**src/rtl/uart_rx_if.sv**
```systemverilog
// Consumer-side handshake of the UART receiver: holding register, status flags and ack.
// master = the receiver that produces bytes, slave = the bus-side logic that consumes them.
interface uart_rx_if;
    logic [7:0] data;
    logic       data_valid;
    logic       ack;
    logic       frame_err;
    logic       overrun;
    logic       busy;

    modport master (
        output data,
        output data_valid,
        output frame_err,
        output overrun,
        output busy,
        input  ack
    );

    modport slave (
        input  data,
        input  data_valid,
        input  frame_err,
        input  overrun,
        input  busy,
        output ack
    );
endinterface

```
**src/rtl/uart_rx.sv**
```systemverilog
// 8N1 UART receiver: two-flop input synchroniser, mid-bit sampling FSM, valid/ack holding
// register with sticky overrun and a one-cycle framing-error pulse.
module uart_rx #(
    parameter int CLKS_PER_BIT = 10417,
    parameter int CTR_W        = 17
) (
    input  logic      clk,
    input  logic      rst,
    input  logic      rx,
    uart_rx_if.master bus
);

    typedef enum logic [2:0] {
        S_IDLE,
        S_START,
        S_DATA,
        S_STOP,
        S_BREAK
    } state_t;

    localparam logic [CTR_W-1:0] FULL_CNT = CTR_W'(CLKS_PER_BIT - 1);
    localparam logic [CTR_W-1:0] HALF_CNT = CTR_W'(CLKS_PER_BIT / 2 - 1);

    logic             rx_meta;
    logic             rx_s;

    state_t           state;
    state_t           state_n;
    logic [CTR_W-1:0] ctr;
    logic [CTR_W-1:0] ctr_n;
    logic [2:0]       bit_idx;
    logic [2:0]       bit_idx_n;
    logic [7:0]       shift;
    logic [7:0]       shift_n;

    logic             deliver;
    logic             drop;
    logic             ferr_n;

    logic [7:0]       data_q;
    logic             valid_q;
    logic             ferr_q;
    logic             ovr_q;

    // Synchroniser flops reset to the idle line level so leaving reset never looks like a start bit.
    always_ff @(posedge clk or negedge rst) begin
        if (!rst) begin
            rx_meta <= 1'b1;
            rx_s    <= 1'b1;
        end else begin
            // NOTE: non-blocking so every flop samples the pre-edge value of its source.
            rx_meta <= rx;
            rx_s    <= rx_meta;
        end
    end

    always_ff @(posedge clk or negedge rst) begin
        if (!rst) begin
            state   <= S_IDLE;
            ctr     <= '0;
            bit_idx <= '0;
            shift   <= '0;
        end else begin
            state   <= state_n;
            ctr     <= ctr_n;
            bit_idx <= bit_idx_n;
            shift   <= shift_n;
        end
    end

    always_comb begin
        // NOTE: every output of this block gets a default first, so no path can infer a latch.
        state_n   = state;
        ctr_n     = ctr;
        bit_idx_n = bit_idx;
        shift_n   = shift;
        deliver   = 1'b0;
        drop      = 1'b0;
        ferr_n    = 1'b0;

        case (state)
            S_IDLE: begin
                ctr_n = '0;
                if (!rx_s) begin
                    state_n = S_START;
                end
            end

            // Half a bit into the start bit: a line that is high again was only a glitch.
            S_START: begin
                if (ctr == HALF_CNT) begin
                    ctr_n = '0;
                    if (rx_s) begin
                        state_n = S_IDLE;
                    end else begin
                        state_n   = S_DATA;
                        bit_idx_n = '0;
                    end
                end else begin
                    ctr_n = ctr + 1'b1;
                end
            end

            S_DATA: begin
                if (ctr == FULL_CNT) begin
                    ctr_n            = '0;
                    shift_n[bit_idx] = rx_s;
                    bit_idx_n        = bit_idx + 3'd1;
                    if (bit_idx == 3'd7) begin
                        state_n = S_STOP;
                    end
                end else begin
                    ctr_n = ctr + 1'b1;
                end
            end

            // An ack in the same cycle frees the holding register in time for the new byte.
            S_STOP: begin
                if (ctr == FULL_CNT) begin
                    ctr_n = '0;
                    if (rx_s) begin
                        state_n = S_IDLE;
                        if (!valid_q || bus.ack) begin
                            deliver = 1'b1;
                        end else begin
                            drop = 1'b1;
                        end
                    end else begin
                        ferr_n  = 1'b1;
                        state_n = S_BREAK;
                    end
                end else begin
                    ctr_n = ctr + 1'b1;
                end
            end

            // Wait out a held-low line so its tail is not taken as a fresh start bit.
            S_BREAK: begin
                ctr_n = '0;
                if (rx_s) begin
                    state_n = S_IDLE;
                end
            end

            default: begin
                state_n = S_IDLE;
                ctr_n   = '0;
            end
        endcase
    end

    always_ff @(posedge clk or negedge rst) begin
        if (!rst) begin
            data_q  <= '0;
            valid_q <= 1'b0;
            ferr_q  <= 1'b0;
            ovr_q   <= 1'b0;
        end else begin
            ferr_q <= ferr_n;

            if (deliver) begin
                data_q  <= shift;
                valid_q <= 1'b1;
            end else if (bus.ack) begin
                valid_q <= 1'b0;
            end

            if (drop) begin
                ovr_q <= 1'b1;
            end else if (bus.ack) begin
                ovr_q <= 1'b0;
            end
        end
    end

    assign bus.data       = data_q;
    assign bus.data_valid = valid_q;
    assign bus.frame_err  = ferr_q;
    assign bus.overrun    = ovr_q;
    assign bus.busy       = (state != S_IDLE);

endmodule

```
**src/flat_wrapper.sv**
```systemverilog
// flat-port wrapper written by rule: the top's interface ports become plain ports
module uart_rx_flat 
#(
    parameter int CLKS_PER_BIT = 10417,
    parameter int CTR_W        = 17
)
  (clk, rst, rx, bus_data, bus_data_valid, bus_frame_err, bus_overrun, bus_busy, bus_ack);
  uart_rx_if bus_i ();
  input  logic clk;
  input  logic rst;
  input  logic rx;
  output wire logic [$bits(bus_i.data)-1:0] bus_data;
  output wire logic [$bits(bus_i.data_valid)-1:0] bus_data_valid;
  output wire logic [$bits(bus_i.frame_err)-1:0] bus_frame_err;
  output wire logic [$bits(bus_i.overrun)-1:0] bus_overrun;
  output wire logic [$bits(bus_i.busy)-1:0] bus_busy;
  input wire logic [$bits(bus_i.ack)-1:0] bus_ack;
  assign bus_data = bus_i.data;
  assign bus_data_valid = bus_i.data_valid;
  assign bus_frame_err = bus_i.frame_err;
  assign bus_overrun = bus_i.overrun;
  assign bus_busy = bus_i.busy;
  assign bus_i.ack = bus_ack;
  uart_rx #(.CLKS_PER_BIT(CLKS_PER_BIT), .CTR_W(CTR_W)) u_core (.clk(clk), .rst(rst), .rx(rx), .bus(bus_i));
endmodule
```
**config.mk**
```make
export PLATFORM = sky130hd
export DESIGN_NAME = uart_rx_flat
export DESIGN_NICKNAME = d
export VERILOG_FILES = /design/src/rtl/uart_rx_if.sv /design/src/rtl/uart_rx.sv /design/src/flat_wrapper.sv
export SDC_FILE = /design/constraint.sdc
export NUM_CORES = 1
export LEC_CHECK = 0
export BUFFER_PORTS_ARGS = -buffer_cell sky130_fd_sc_hd__buf_2
export CORE_MARGIN = 5
export CORE_UTILIZATION = 53
export DETAILED_ROUTE_END_ITERATION = 8
export PLACE_DENSITY = 0.72
export SYNTH_ARGS = -nofsm -noshare
export SYNTH_HDL_FRONTEND = slang
export SYNTH_SLANG_ARGS = --single-unit
```
**constraint.sdc**
```tcl
create_clock -name clk -period 3.65 [get_ports clk]
set_input_delay 0.1825 -clock clk [delete_from_list [all_inputs] [get_ports clk]]
set_output_delay 0.1825 -clock clk [all_outputs]
set_load 0.05 [all_outputs]
```
==> out/metrics.yaml, run 1 <==
cts_buffers: 5
drv_cap: 0
gp_congestion: 0.818
post-cts-setup-buffers: 0
hpwl_mm: 2.55
max_freq_ghz: 0.396
vias: 1416
netlist_area_mm2: 0.00216
clock_sinks: 44
die_w_um: 73.8
drive_gt1_frac: 0.237
die_y_um: 73.8
rows: 23
power.internal_w: 0.000625
arrival_ps: 2690
portBuffers: 15
grt_util_all_layers: 0.158
post_cts_resized: 0
first_iter_violations: 149
pin_count: 16
htree_levels: 2
crit_family: "simple AND/OR/NAND/NOR gates"
final.setup.tns_ps: 0
p_switching_w: 0.000180
min_period_over_period: 0.692
final_nets: 214
vias_per_cell: 5.51
synth_top_area_frac: 0.488
cp_slowest_cell: "or4b_2"
synth_ff_type: "dfrtp_1"
ys_types: 41
start_util: 0.543
tightest_slew_ps: 955
cts_root_buf: "clkbuf_8"
vdd_drop_max_v: 0.000211
wirelength_mm: 3.72
endpoint_kind: "register"
mostFrequentLayoutCell: "dfrtp_1"
worstSetupStartpointType: "register"
worstPathCellList: "ha_1 > or4b_2 > nor4_1 > nand3b_1 > o21a_1 > o21ai_0"
power_frac_seq: 0.611
p_per_area_mw_per_mm2: 344
diodes: 0
worst_clock_skew_ps: 11.2
setup_viol: 0
overflow: 0
ys_ff_latch: 44
antenna_found_initial: 0
final_cell_count_no_fill: 257
max_stage_delay_ps: 600
relSlewSlack: 0.363
hp-class: "input port to async pin"
dp.cells: 248
areaGrowthSynthToFinish_pct: 8.53
grt_max_degree: 45
synth_area_leaders: "dfrtp_1 49%, mux2_2 7.8%, nor2_1 4.9%"
critical_path_class: "register to register"
core_area_mm2: 0.00397
postCtsHoldBufs: 1
rsz0062_at_grt: "false"
layout_common_cells: "42 x dfrtp_1, 28 x nor2_1, 15 x mux2_2, 15 x buf_2, 13 x nand2_1"
power_frac_comb: 0.016
grt_pass1_vias: 1428
dpl_worst_slack_ps: 1110
syn-mean-instance-area_um2: 11.2
switching_share: 0.223
insertion_delay_ps: 300
yosysTopAreaCell: "dfrtp_1"
synth_edf_count: 0
clock_path_buffers: 2
path_buf_inv: 0
drcViolationCount: 0
layout_min_cycle_time_ps: 2520
cts_tree: "yes"
critPathMaxFanout: 18
syn_nets: 201
p_leak_nw: 1.11
clkPwrFrac: 0.374
path_clk_slew_ps: 80
die_area_mm2: 0.00544
seq_area_frac_synth: 0.512
synth_warnings: 0
async_reset_ff_frac: 1.00
crit_required_ps: 3810
status: "finished, final reports clean"
grt_pass1_wl_mm: 6.55
finalHoldViolations: 0
wl_per_cell_um: 14.5
drv_slew: 0
ant_nets: 0
synth_cells: 193
drt_first_pass_iters: 4
whs_ps: 28.4
layout_setup_ws_ps: 1130
[flip-flops by register name (all words and copies together), names as in the netlist]
signal and count:
u_core.shift 8, u_core.bus.data_valid 1, u_core.state 3, u_core.rx_meta 1, u_core.bus.data 8, u_core.rx_s 1
u_core.bus.frame_err 1, u_core.ctr 17, u_core.bus.overrun 1, u_core.bit_idx 3
[synth_stat cells, drive strengths merged (2+ instances only)]
cell,n
and4,2
clkbuf,4
mux2,16
nand2b,2
buf,6
a21oi,2
nor4b,3
inv,4
xnor2,5
nor3,5
nand3,8
nor2b,2
nand4,5
nand2,15
xor2,10
nor2,28
ha,4
dfstp,2
or4bb,5
dfrtp,42
nor4,4
nand3b,2
o21ai,4
a22oi,2
and3,2
[cell type report]
class	instances	area, um2
repair buffers	16	85.1
flip-flops and latches	44	1100
multi-input cells	135	986
well taps	50	62.6
inverters	4	15.0
clock buffers	5	68.8
fillers	335	1630
clock inverters	3	18.8
[power groups by stage]
stage	Clock, W	Sequential (W)	Combinational, W
after floorplan	0	0.000499	0.00000213
after global placement	0	0.000501	0.0000119
after detailed placement	0	0.000501	0.0000124
after CTS	0.000313	0.000491	0.0000133
after global routing	0.000332	0.000492	0.0000153
final	0.000301	0.000491	0.0000125
[cells by family (layout without fill, tap and decap cells)]
| logic type | count (synthesis) | in the layout | synth area share |
|---|---|---|---|
| mux | 16 | 16 | 0.0836 |
| simple gates | 88 | 88 | 0.254 |
| flops | 44 | 44 | 0.512 |
| buf+inv | 14 | 28 | 0.0308 |
| fa+ha+maj | 4 | 4 | 0.0232 |
| xor+xnor | 15 | 15 | 0.0609 |
| compound gates | 12 | 12 | 0.0360 |
[path summary, 6_finish.rpt]
path,start,to,slack (ps),cells past startpoint
max reg2reg,u_core.ctr[0],u_core.state[0],1130,6
max in group asynchronous,rst,u_core.ctr[12],3030,1
max,u_core.ctr[0],u_core.state[0],1130,6
min in group clk,bus_ack,u_core.bus.overrun,40,2
min,rst,u_core.bit_idx[2],30,1
min reg2reg,u_core.rx_meta,u_core.rx_s,360,0
[metrics by stage]
step,total power [W],util,cell area [um2]
after floorplan,0.000501,-,2160
after global placement,0.000513,0.565,2240
after detailed placement,0.000513,0.565,2240
after CTS,0.000818,0.589,2340
after global routing,0.000839,0.589,2340
final,0.000805,0.589,2340
[routing by layer]
layer / global-route usage / wire [um] / vias up
met1: 0.210 / 1810 / 695
met4: 0.0543 / 53 / 0
met3: 0.0575 / 125 / 5
met5: 0 / 0 / -
li1: - / - / 702
met2: 0.239 / 1730 / 14
(Power assumes the default switching activity.)
==> run 2, diff against run 1 <==
PLACE_DENSITY = 0.74   (was 0.72)
clock period = 2.2 ns   (was 3.65 ns; I/O delays follow)
==> run 2 against run 1 <==
  * The run now ends with negative setup slack left
  * Non-clock buffer count is 32 higher
  * Maximum frequency is 8.3% higher
  * Clock-buffer cell count stayed put
  * Critical path depth is 1 lower
  * Power is 68% higher
  * Sequential cell count stayed put
  * Register-to-register slack worse by 1300 ps
  * First-iteration DRC count is 58% lower
  * Setup slack worse by 1300 ps
  * Clock skew hardly changed
  * Global-route usage is 2.6 points higher
  * Core utilization is 11 points higher
  * Critical path type unchanged
  * Largest cell class is now multi-input gates
==> out/metrics.yaml, run 2 (synthesis results as in run 1) <==
crit_required_ps: 2400
largest_register_ffs: 17
path_clk_slew_ps: 90
core_area_mm2: 0.00397
drt_first_pass_iters: 5
clock_sinks: 44
p_per_area_mw_per_mm2: 489
ant_nets: 0
drcViolationCount: 0
grt_pass1_vias: 1671
hold_depth: 0
final_util: 0.697
finalHoldViolations: 0
arrival_ps: 2530
max_stage_delay_ps: 600
drv_slew: 0
worstPathCellList: "or4_4 > nor4_4 > nand2_4 > and4bb_2 > mux2_4"
total_power_w: 0.00135
grt_pass1_wl_mm: 7.62
critical_path_class: "register to register"
cts_tree: "yes"
gp_congestion: 0.849
critPathMaxFanout: 5
endpoint_kind: "register"
hpwl_mm: 3.05
antenna_found_initial: 0
die_y_um: 73.8
layout_common_cells: "42 x dfrtp_1, 26 x nor2_1, 24 x buf_4"
status: "finished with violations"
rows: 23
die_area_mm2: 0.00544
min_period_over_period: 1.06
final_cell_count_no_fill: 290
hp-class: "register to register"
vias_per_cell: 5.74
whs_ps: 364
clock_path_buffers: 2
wl_per_cell_um: 16.6
mostFrequentLayoutCell: "dfrtp_1"
die_w_um: 73.8
grt_util_all_layers: 0.184
worst_clock_skew_ps: 11.5
tightest_slew_ps: 973
vias: 1666
final_nets: 247
start_util: 0.543
p_leak_nw: 1.31
cp_slowest_cell: "or4_4"
diodes: 0
worstSetupStartpointType: "register"
vdd_drop_max_v: 0.000402
dp.cells: 271
htree_levels: 2
cts_buffers: 5
drive_gt1_frac: 0.383
relSlewSlack: 0.352
max_freq_ghz: 0.429
final.setup.tns_ps: -1150
pin_count: 16
areaGrowthSynthToFinish_pct: 28.4
portBuffers: 15
overflow: 0
first_iter_violations: 63
wirelength_mm: 4.81
drv_cap: 0
insertion_delay_ps: 310
grt_max_degree: 45
setup_viol: 25
layout_min_cycle_time_ps: 2330
layout_setup_ws_ps: -131
violations: "negative setup slack"
regMostFlops: "u_core.ctr"
cts_root_buf: "clkbuf_8"
rsz0062_at_grt: "true"
reg2reg_depth: 5
[run 2: where the power goes]
part / total [W] / switching, W / internal [W] / leakage, nW
clock network: 0.000514 / 0.000293 / 0.000222 / 0.0479
registers: 0.000816 / 0.00000411 / 0.000811 / 0.593
logic: 0.0000240 / 0.0000176 / 0.00000641 / 0.666
total: 0.00135 / 0.000314 / 0.00104 / 1.31
[run 2: through the flow]
step / setup slack, ps / instance area (um2)
final: -131 / 2770
after global placement: -19.8 / 2450
after floorplan: -47.9 / 2170
after detailed placement: -77.3 / 2450
after global routing: -180 / 2770
after CTS: -73.2 / 2640
[run 2: path summary, 6_finish.rpt]
path / startpoint / end / slack (ps)
setup / recovery: u_core.ctr[16] / u_core.shift[6] / -130
hold / removal: u_core.rx_meta / u_core.rx_s / 360
setup reg to reg: u_core.ctr[16] / u_core.shift[6] / -130
hold reg to reg: u_core.rx_meta / u_core.rx_s / 360
max in group asynchronous: rst / u_core.ctr[13] / 1090
min in group asynchronous: rst / u_core.state[1] / 490
[run 2: area by class of cell]
cell class                 instances  area (um2)
timing repair buffer              48         387
clock buffer                       5        68.8
sequential                        44        1100
fill                             287        1200
tap                               50        62.6
multi-input combinational        136        1110
clock inverter                     3        18.8
inverter                           4        15.0
[run 2: per-layer routing]
| layer | global-route usage | wire length, um | up-vias |
|---|---|---|---|
| li1 | - | - | 770 |
| met1 | 0.231 | 2130 | 841 |
| met2 | 0.292 | 2340 | 41 |
| met3 | 0.0492 | 227 | 14 |
| met4 | 0.0905 | 113 | 0 |
| met5 | 0 | 0 | - |
[run 2: worst max-delay path: cells and delay by family (launching register included)]
kind | cells | cell delay [ps]
and+or+nand+nor | 4 | 1520
muxes | 1 | 310
DFF | 1 | 400
[run 2: what timing repair did]
action                     CTS  global route
pin swaps                    0             4
setup endpoints to repair   31            34
hold buffers                 3             0
gates cloned                 1             1
setup buffers                1             5
resized for setup            7            21
hold endpoints to repair    44             0
